===== src/rtl/spi_pkg.sv =====
// Shared definitions for the SPI output master: FSM state encoding, din field helper
// and the default SCK divider.
package spi_pkg;

  typedef enum logic [1:0] {
    IDLE  = 2'd0,
    SETUP = 2'd1,
    SHIFT = 2'd2,
    HOLD  = 2'd3
  } spi_state_t;

  localparam int FREQDIV_DEFAULT = 25;

  // din carries {power_cmd, dc, payload}; the power-command flag sits above the D/C bit
  function automatic int pwr_bit(input int data_w);
    return data_w + 1;
  endfunction

endpackage


===== src/rtl/spi_fifo.sv =====
// First-word-fall-through synchronous FIFO with power-of-two depth; pointers carry an
// extra wrap bit so full/empty/level fall straight out of the pointer difference.
module spi_fifo #(
  parameter int WIDTH = 9,
  parameter int DEPTH = 16
) (
  input  logic                     clk,
  input  logic                     reset_,
  input  logic                     push,
  input  logic                     pop,
  input  logic [WIDTH-1:0]         din,
  output logic [WIDTH-1:0]         dout,
  output logic                     full,
  output logic                     empty,
  output logic [$clog2(DEPTH):0]   level
);

  localparam int AW = $clog2(DEPTH);

  logic [WIDTH-1:0] mem [DEPTH];
  logic [AW:0]      wr_ptr;
  logic [AW:0]      rd_ptr;
  logic             do_push;
  logic             do_pop;

  assign empty   = (wr_ptr == rd_ptr);
  assign full    = (wr_ptr[AW] != rd_ptr[AW]) && (wr_ptr[AW-1:0] == rd_ptr[AW-1:0]);
  assign level   = wr_ptr - rd_ptr;
  assign dout    = mem[rd_ptr[AW-1:0]];
  // A push into a full FIFO is still legal when the head leaves in the same cycle
  assign do_pop  = pop && !empty;
  assign do_push = push && (!full || do_pop);

  always_ff @(posedge clk or negedge reset_) begin
    if (!reset_) begin
      wr_ptr <= '0;
      rd_ptr <= '0;
    end else begin
      if (do_push) wr_ptr <= wr_ptr + 1'b1;
      if (do_pop)  rd_ptr <= rd_ptr + 1'b1;
    end
  end

  always_ff @(posedge clk) begin
    if (do_push) mem[wr_ptr[AW-1:0]] <= din;
  end

endmodule


===== src/rtl/spi_master_fifo.sv =====
// SPI output master: queued frames serialised MSB-first with per-frame CPOL/CPHA and D/C,
// plus power-control commands that bypass the queue and a sticky overflow flag.
module spi_master_fifo
  import spi_pkg::*;
#(
  parameter int DATA_W     = 8,
  parameter int FREQDIV    = FREQDIV_DEFAULT,
  parameter int FIFO_DEPTH = 16,
  parameter int LVL_W      = $clog2(FIFO_DEPTH) + 1
) (
  input  logic              clk,
  input  logic              reset_,
  input  logic              wr,
  input  logic [DATA_W+1:0] din,
  input  logic              cpol,
  input  logic              cpha,
  input  logic              clr_ovf,
  output logic              full,
  output logic              empty,
  output logic [LVL_W-1:0]  level,
  output logic              busy,
  output logic              ovf,
  output logic              cs_,
  output logic              sck,
  output logic              sdo,
  output logic              dc_,
  output logic              res_,
  output logic              pmoden,
  output logic              vccen
);

  localparam int PWR = pwr_bit(DATA_W);
  localparam int CW  = $clog2(FREQDIV);
  localparam int BW  = $clog2(2 * DATA_W);

  spi_state_t        state, state_nx;
  logic [CW-1:0]     cnt2;
  logic [BW-1:0]     bitc;
  logic [DATA_W-1:0] shreg;
  logic              cpha_q;
  logic [DATA_W:0]   fifo_dout;
  logic              pop;
  logic              push;
  logic              drop;
  logic              cnt_done;
  logic              last_half;

  assign push      = wr && !din[PWR] && (!full || pop);
  assign drop      = wr && !din[PWR] && full && !pop;
  assign cnt_done  = (cnt2 == CW'(FREQDIV - 1));
  assign last_half = (bitc == BW'(2 * DATA_W - 1));
  assign busy      = (state != IDLE);

  spi_fifo #(
    .WIDTH (DATA_W + 1),
    .DEPTH (FIFO_DEPTH)
  ) u_fifo (
    .clk    (clk),
    .reset_ (reset_),
    .push   (push),
    .pop    (pop),
    .din    (din[DATA_W:0]),
    .dout   (fifo_dout),
    .full   (full),
    .empty  (empty),
    .level  (level)
  );

  always_ff @(posedge clk or negedge reset_) begin
    if (!reset_) state <= IDLE;
    else         state <= state_nx;
  end

  always_comb begin
    state_nx = state;
    pop      = 1'b0;
    unique case (state)
      IDLE:  if (!empty) begin
               pop      = 1'b1;
               state_nx = SETUP;
             end
      SETUP: if (cnt_done) state_nx = SHIFT;
      SHIFT: if (cnt_done && last_half) state_nx = HOLD;
      HOLD:  if (cnt_done) state_nx = IDLE;
      default: state_nx = IDLE;
    endcase
  end

  // Even half-periods end on a leading SCK edge, odd ones on a trailing edge
  always_ff @(posedge clk or negedge reset_) begin
    if (!reset_) begin
      cnt2   <= '0;
      bitc   <= '0;
      shreg  <= '0;
      cpha_q <= 1'b0;
      cs_    <= 1'b1;
      sck    <= 1'b0;
      sdo    <= 1'b0;
      dc_    <= 1'b0;
    end else begin
      unique case (state)
        IDLE: begin
          cnt2 <= '0;
          bitc <= '0;
          if (pop) begin
            cs_    <= 1'b0;
            sck    <= cpol;
            cpha_q <= cpha;
            dc_    <= fifo_dout[DATA_W];
            if (!cpha) begin
              sdo   <= fifo_dout[DATA_W-1];
              shreg <= fifo_dout[DATA_W-1:0] << 1;
            end else begin
              shreg <= fifo_dout[DATA_W-1:0];
            end
          end
        end
        SETUP: cnt2 <= cnt_done ? '0 : cnt2 + 1'b1;
        SHIFT: begin
          if (cnt_done) begin
            cnt2 <= '0;
            sck  <= ~sck;
            bitc <= last_half ? '0 : bitc + 1'b1;
            if (bitc[0] != cpha_q) begin
              sdo   <= shreg[DATA_W-1];
              shreg <= shreg << 1;
            end
          end else begin
            cnt2 <= cnt2 + 1'b1;
          end
        end
        HOLD: begin
          if (cnt_done) begin
            cnt2 <= '0;
            cs_  <= 1'b1;
          end else begin
            cnt2 <= cnt2 + 1'b1;
          end
        end
        default: cnt2 <= '0;
      endcase
    end
  end

  // Display reset releases on the first edge; power commands act regardless of frame state
  always_ff @(posedge clk or negedge reset_) begin
    if (!reset_) begin
      res_   <= 1'b0;
      pmoden <= 1'b0;
      vccen  <= 1'b0;
    end else begin
      res_ <= 1'b1;
      if (wr && din[PWR]) begin
        pmoden <= din[0];
        vccen  <= din[0];
      end
    end
  end

  always_ff @(posedge clk or negedge reset_) begin
    if (!reset_)      ovf <= 1'b0;
    else if (drop)    ovf <= 1'b1;
    else if (clr_ovf) ovf <= 1'b0;
  end

endmodule

===== config.mk =====
export PLATFORM = sky130hd
export DESIGN_NAME = spi_master_fifo
export DESIGN_NICKNAME = d
export VERILOG_FILES = /design/src/rtl/spi_pkg.sv /design/src/rtl/spi_fifo.sv /design/src/rtl/spi_master_fifo.sv
export SDC_FILE = /design/constraint.sdc
export NUM_CORES = 1
export LEC_CHECK = 0
export ABC_AREA = 1
export CAP_MARGIN = 25
export CORE_ASPECT_RATIO = 1.25
export CORE_MARGIN = 3
export CORE_UTILIZATION = 60
export CTS_BUF_LIST = sky130_fd_sc_hd__clkbuf_8 sky130_fd_sc_hd__clkbuf_16
export DETAILED_ROUTE_END_ITERATION = 6
export PLACE_DENSITY_LB_ADDON = 0.08
export SLEW_MARGIN = 20
export SYNTH_ARGS = -nofsm -noshare
export SYNTH_HDL_FRONTEND = slang
export SYNTH_SLANG_ARGS = --single-unit

===== constraint.sdc =====
create_clock -name clk -period 4.1 [get_ports clk]
set_input_delay 0.41 -clock clk [delete_from_list [all_inputs] [get_ports clk]]
set_output_delay 0.41 -clock clk [all_outputs]
set_load 0.05 [all_outputs]

## Word-level counts from Yosys, hierarchy flattened

Memory sizes are Yosys's and may differ from the RTL's.
Index checks and enable logic that the tools add are counted.

| cells by class | value |
|---|---|
| $add $sub $neg | 5 |
| eq/ne operators | 17 |
| mux-type cells | 32 |
| bitwise operators | 1 |
| reductions and logical operators | 28 |

Operators with widths:

| cell | count |
|---|---|
| two-way mux 8 bit | 4 |
| != test 2 bit (second input constant) | 8 |
| one-hot mux 8 bit (2 select lines) | 1 |
| adder 5 x 1 -> 5 bit (second input constant) | 3 |
| two-way mux 1 bit | 14 |
| one-hot mux 5 bit (2 select lines) | 1 |
| logical AND 1 bit | 9 |
| two-way mux 2 bit | 4 |
| two-way mux 4 bit | 2 |
| one-hot mux 2 bit (4 select lines) | 1 |
| one-hot mux 4 bit (2 select lines) | 1 |
| AND reduction 4 bit | 2 |
| nonzero test 2 bit | 4 |
| one-hot mux 1 bit (2 select lines) | 3 |
| AND reduction 3 bit | 2 |
| == test 5 bit | 1 |
| == test 5 bit (second input constant) | 1 |
| two-way mux 5 bit | 1 |
| AND reduction 5 bit | 1 |
| subtractor 5 bit | 1 |
| adder 4 x 1 -> 4 bit (second input constant) | 1 |
| == test 2 bit (second input constant) | 2 |
| == test 4 bit | 1 |
| == test 4 bit (second input constant) | 1 |
| other kinds (8) | 14 |

| storage, ports and cells | value |
|---|---|
| bits in registers | 37 |
| memory bits (writable) | 144 |
| input bits | 16 |
| output and inout bits | 16 |
| memories | 1 |

Memories:

| name | words | width | read ports | clocked after Yosys merged registers in | write ports | line | RTL |
|---|---|---|---|---|---|---|---|
| u_fifo.mem | 16 | 9 | 1 | 0 | 1 | spi_fifo.sv:20 | `logic [WIDTH-1:0] mem [DEPTH];` |

## Longest topological paths before layout

| depth | value |
|---|---|
| word-level depth | 8 |
| mapped depth | 13 |
| mapped depth without buffers | 13 |

## Hierarchy

A second synthesis with hierarchy kept.

| unflattened totals | value |
|---|---|
| cells, all modules | 948 |
| area, all modules | 8,692.1 um^2 |

Modules (own cells, without submodules):

| module | times used | cells an instance | area an instance (um^2) |
|---|---|---|---|
| spi_fifo | 1 | 745 | 7,138.1 |
| spi_master_fifo | 1 | 203 | 1,554.0 |

## Worst setup path after synthesis

OpenSTA, ideal clock, no wires.

| timing path | value |
|---|---|
| kind | flip-flop to flip-flop |
| start | register u_fifo.rd_ptr[2] |
| end | memory u_fifo.mem[12][0], enable pin |
| arrival time | 2,479 ps |
| required time | 3,819 ps |
| path slack | 1,340 ps |
| stages on the path, launching flop included | 10 |
| path buffers | 0 |
| clock period less this slack | 2,760 ps |
| path through | dfrtp_1 > clkinv_1 > ha_1 > nand4_1 > nor2_1 > nand2_1 > nand2_2 > inv_2 > nand2_1 > nor2_1 |

| on the way | value |
|---|---|
| cells in the longest elaborated chain, start to end | 8 |
| elaborated cells on any way between the ends | 14 |

Ends and longest elaborated chain:

| what | line | RTL |
|---|---|---|
| from (decl) | spi_fifo.sv:22 | `logic [AW:0] rd_ptr;` |
| from (signal assigned) | spi_fifo.sv:40 | `if (do_pop) rd_ptr <= rd_ptr + 1'b1;` |
| == test 4 bit (*) | spi_fifo.sv:27 | `assign full = (wr_ptr[AW] != rd_ptr[AW]) && (wr_ptr[AW-1:0] == rd_ptr[AW-1:0]);` |
| logical AND 1 bit (*) | spi_fifo.sv:27 |  |
| net full | spi_master_fifo.sv:18 | `output logic full,` |
| logical NOT 1 bit (*) | spi_fifo.sv:32, spi_master_fifo.sv:48 |  |
| logical OR 1 bit | spi_master_fifo.sv:48 | `assign push = wr && !din[PWR] && (!full \|\| pop);` |
| logical AND 1 bit | spi_master_fifo.sv:48 |  |
| logical AND 1 bit (*) | spi_fifo.sv:32 | `assign do_push = push && (!full \|\| do_pop);` |
| two-way mux 1 bit (*) | spi_fifo.sv:45 | `if (do_push) mem[wr_ptr[AW-1:0]] <= din;` |
| two-way mux 1 bit (not written as such) (*) | spi_fifo.sv:45 |  |
| to (decl) | spi_fifo.sv:20 |  |

The timed path passes the listed nets; every way through them passes the cells marked *.

## Worst setup path after layout

| timing path | value |
|---|---|
| start | register u_fifo.rd_ptr[2] |
| end | output port level[4] |

| on the way | value |
|---|---|
| cells in the longest elaborated chain, start to end | 1 |

Ends and longest elaborated chain:

| what | line | RTL |
|---|---|---|
| subtractor 5 bit | spi_fifo.sv:28 | `assign level = wr_ptr - rd_ptr;` |
| to (decl) | spi_master_fifo.sv:20 | `output logic [LVL_W-1:0] level,` |

No other way between the ends.

==> results.cfg <==
[critical_path]
rr_endpoint = u_fifo.mem[8][0]$_DFFE_PP_
worstPathArrival_ns = 3.23
timing.rr.start = u_fifo.rd_ptr[2]$_DFFE_PN0P_
required_ns = 3.69
reg2regPathDepth = 9
max_stage_delay_ns = 0.82
r2r_setup_slack_ns = 0.84
startpoint_type = flop
cp_slowest_cell = clkdlybuf4s50_1
cp_cell_sequence = clkinv_1, ha_1, nand2_1, o21ai_0, xor2_1, clkdlybuf4s50_1
cp_max_fo = 14
cp-end-kind = output pin
critPathKind = flop to output pin

[clock_network]
clockBufferDepth = 2
cts_buffers = 17
insertion_delay_ns = 0.43
cts_hold_buf = 0
tritoncts = built
cts_setup_buffers = 0
path_clk_slew_ns = 0.07
post_cts_resized = 0
cts.sinks = 181
cts-root-buf = clkbuf_16
htreeDepth = 4

[placed_design]
place_hpwl_um = 12100
place_ws_ns = 0.8984
dpl_cell_area_sq_um = 8735
io_buffers = 31
gp_congestion = 0.8988

[yosys]
post_synth_main_area_contributors = edfxtp_1, nand2_1, dfrtp_1
ys_seq_area_frac = 0.6310
async_reset_ff_frac = 0.2044
synth_nets = 890
synthFlopType = edfxtp_1
ys_types = 37
synth_edf_count = 144
synth_top_area_cell = edfxtp_1
ys.warnings.count = 0
syn_area_per_cell_sq_um = 9.710
syn_inst = 857
synth_top_area_share = 0.5196
synth_common_cells = nand2_1, inv_1, edfxtp_1
netlist_area_sq_um = 8322
synth_seq_cells = 181
synth_most_common_cell = nand2_1

[drt]
routed_wl_um = 17870
wl_met2_um = 8645
wl_met1_um = 7657
wl_met3_um = 1120
top_layer = met4
remaining_drc_errors = 0
drt_iter0_drc = 569
vias = 5753
vias_per_cell = 5.397
first_pass_iters = 6
antenna_left = 0
wl_per_cell_um = 16.77

[finish]
fin_area_sq_um = 9361
layout.nets = 916
drive_gt1_frac = 0.05922
area_growth_pct = 12.49
finish.utilization = 0.6982
fill_cells = 1016
diodes = 0

[global_route]
grt_pass1_wl_um = 28460
antenna_found_initial = 0
grt_max_degree = 76
grt_pass1_vias = 5559
gr-usage-all-layers = 0.2449
grt_overflow = 0

[timing]
setup_viol = 0
rsz0062_at_grt = false
tightest_slew_ns = 0.8662
finalWorstSetupSlack_ns = 0.4606
hold_viol_final = 0
clock-skew-final_ns = 0.007158
min_period_ns = 3.639
fmax_ghz = 0.2748
finalSetupTns_ns = 0
maxSlewViolCount = 0
maxSlewHeadroom = 0.4226
fin_crit_sh = 0.8877

[floorplanning]
die_h_um = 137.7
die_w_um = 111.3
fp.dieArea_sq_um = 15330
fp-row-count = 47
start_util = 0.6207
core_area_sq_um = 13410
io_pins = 32

[power_and_ir_drop]
vdd_drop_max_v = 0.0005757
p_per_area_nw_per_um2 = 489.1
p_leak_nw = 4.151

[outcome]
status = completed

[worst_hold_path]
hold_path_class = input port to asynchronous set/reset pin

[run]
cap_violations = 0
-- report_power, final --
part	internal [mW]	switching [mW]
clock	1.03	0.682
combinational	0.218	0.508
sequential	2.09	0.0553
total	3.33	1.25
-- how the worst max path moves through the flow --
stage / startpoint / endpoint / slack, ns / cells past startpoint
final: u_fifo.rd_ptr[2]$_DFFE_PN0P_ / level[4] / 0.46 / 6
after global routing: u_fifo.rd_ptr[2]$_DFFE_PN0P_ / level[4] / 0.23 / 6
after CTS: u_fifo.rd_ptr[2]$_DFFE_PN0P_ / level[4] / 0.47 / 6
after detailed placement: u_fifo.rd_ptr[2]$_DFFE_PN0P_ / u_fifo.mem[10][0]$_DFFE_PP_ / 0.90 / 9
after global placement: u_fifo.rd_ptr[2]$_DFFE_PN0P_ / level[4] / 1.04 / 6
after floorplan: u_fifo.rd_ptr[2]$_DFFE_PN0P_ / u_fifo.mem[12][0]$_DFFE_PP_ / 1.34 / 9
-- metrics by stage --
stage               hold WS (ns)  power, mW  instances
finish                   0.09242      4.579       1066
floorplan                 0.1144      2.644        857
CTS                       0.1092      4.601       1066
global route              0.1465      4.743       1066
detailed placement        0.4734      2.908       1035
global placement          0.4650      2.888       1034
-- logic make-up after synthesis --
logic type | Yosys count | synth area share
flip-flops | 181 | 0.6310
AND/OR/NAND/NOR | 418 | 0.2094
other | 1 | 0.0004506
XOR/XNOR | 17 | 0.01789
adder cells (fa/ha/maj) | 17 | 0.02646
buffers and inverters | 182 | 0.08736
AO/OA/AOI/OAI | 41 | 0.02736
-- worst max-delay path, delay by kind of cell, from the launching register on --
family / cells / cell delay (ns)
compound gates: 1 / 0.21
xor+xnor: 1 / 0.18
fa+ha+maj: 1 / 0.50
buf+inv: 2 / 1.22
flops: 1 / 0.62
simple gates: 1 / 0.07
-- routing by layer --
metal,up-vias,track usage
met4,0,0.09736
li1,2772,-
met3,37,0.04701
met2,215,0.4088
met5,-,0
met1,2729,0.3205
-- flip-flops by register name, indices dropped and copies added, names as in the netlist --
register       cells
shreg              8
state              2
vccen              1
u_fifo.mem       144
sck                1
sdo                1
ovf                1
cnt2               5
u_fifo.rd_ptr      5
bitc               4
cs_                1
dc_                1
u_fifo.wr_ptr      5
res_               1
cpha_q             1
-- layout make-up --
cell class | count | area, sq um | area share
clock buffers | 17 | 425.4 | 0.04544
multi-input cells | 494 | 2344 | 0.2503
repair buffers | 36 | 350.3 | 0.03742
well taps | 171 | 214.0 | 0.02285
clock inverters | 14 | 201.4 | 0.02152
flip-flops and latches | 181 | 5253 | 0.5611
inverters | 153 | 574.3 | 0.06135
-- cell usage in the layout (no fill, tap or decap), drive strengths merged, types with 3 or more instances in the layout --
cell type and count:
nand2 257, inv 156, edfxtp 144, nand3 91
nor2 57, dfrtp 36, clkdlybuf4s50 28, o21ai 23
clkbuf 17, ha 16, xor2 13, a21oi 9
buf 8, or2 7, nand4 5, xnor2 4
o22ai 4, bufinv 4, clkinv 4, clkinvlp 3
Power figures use the tool's default switching activity.
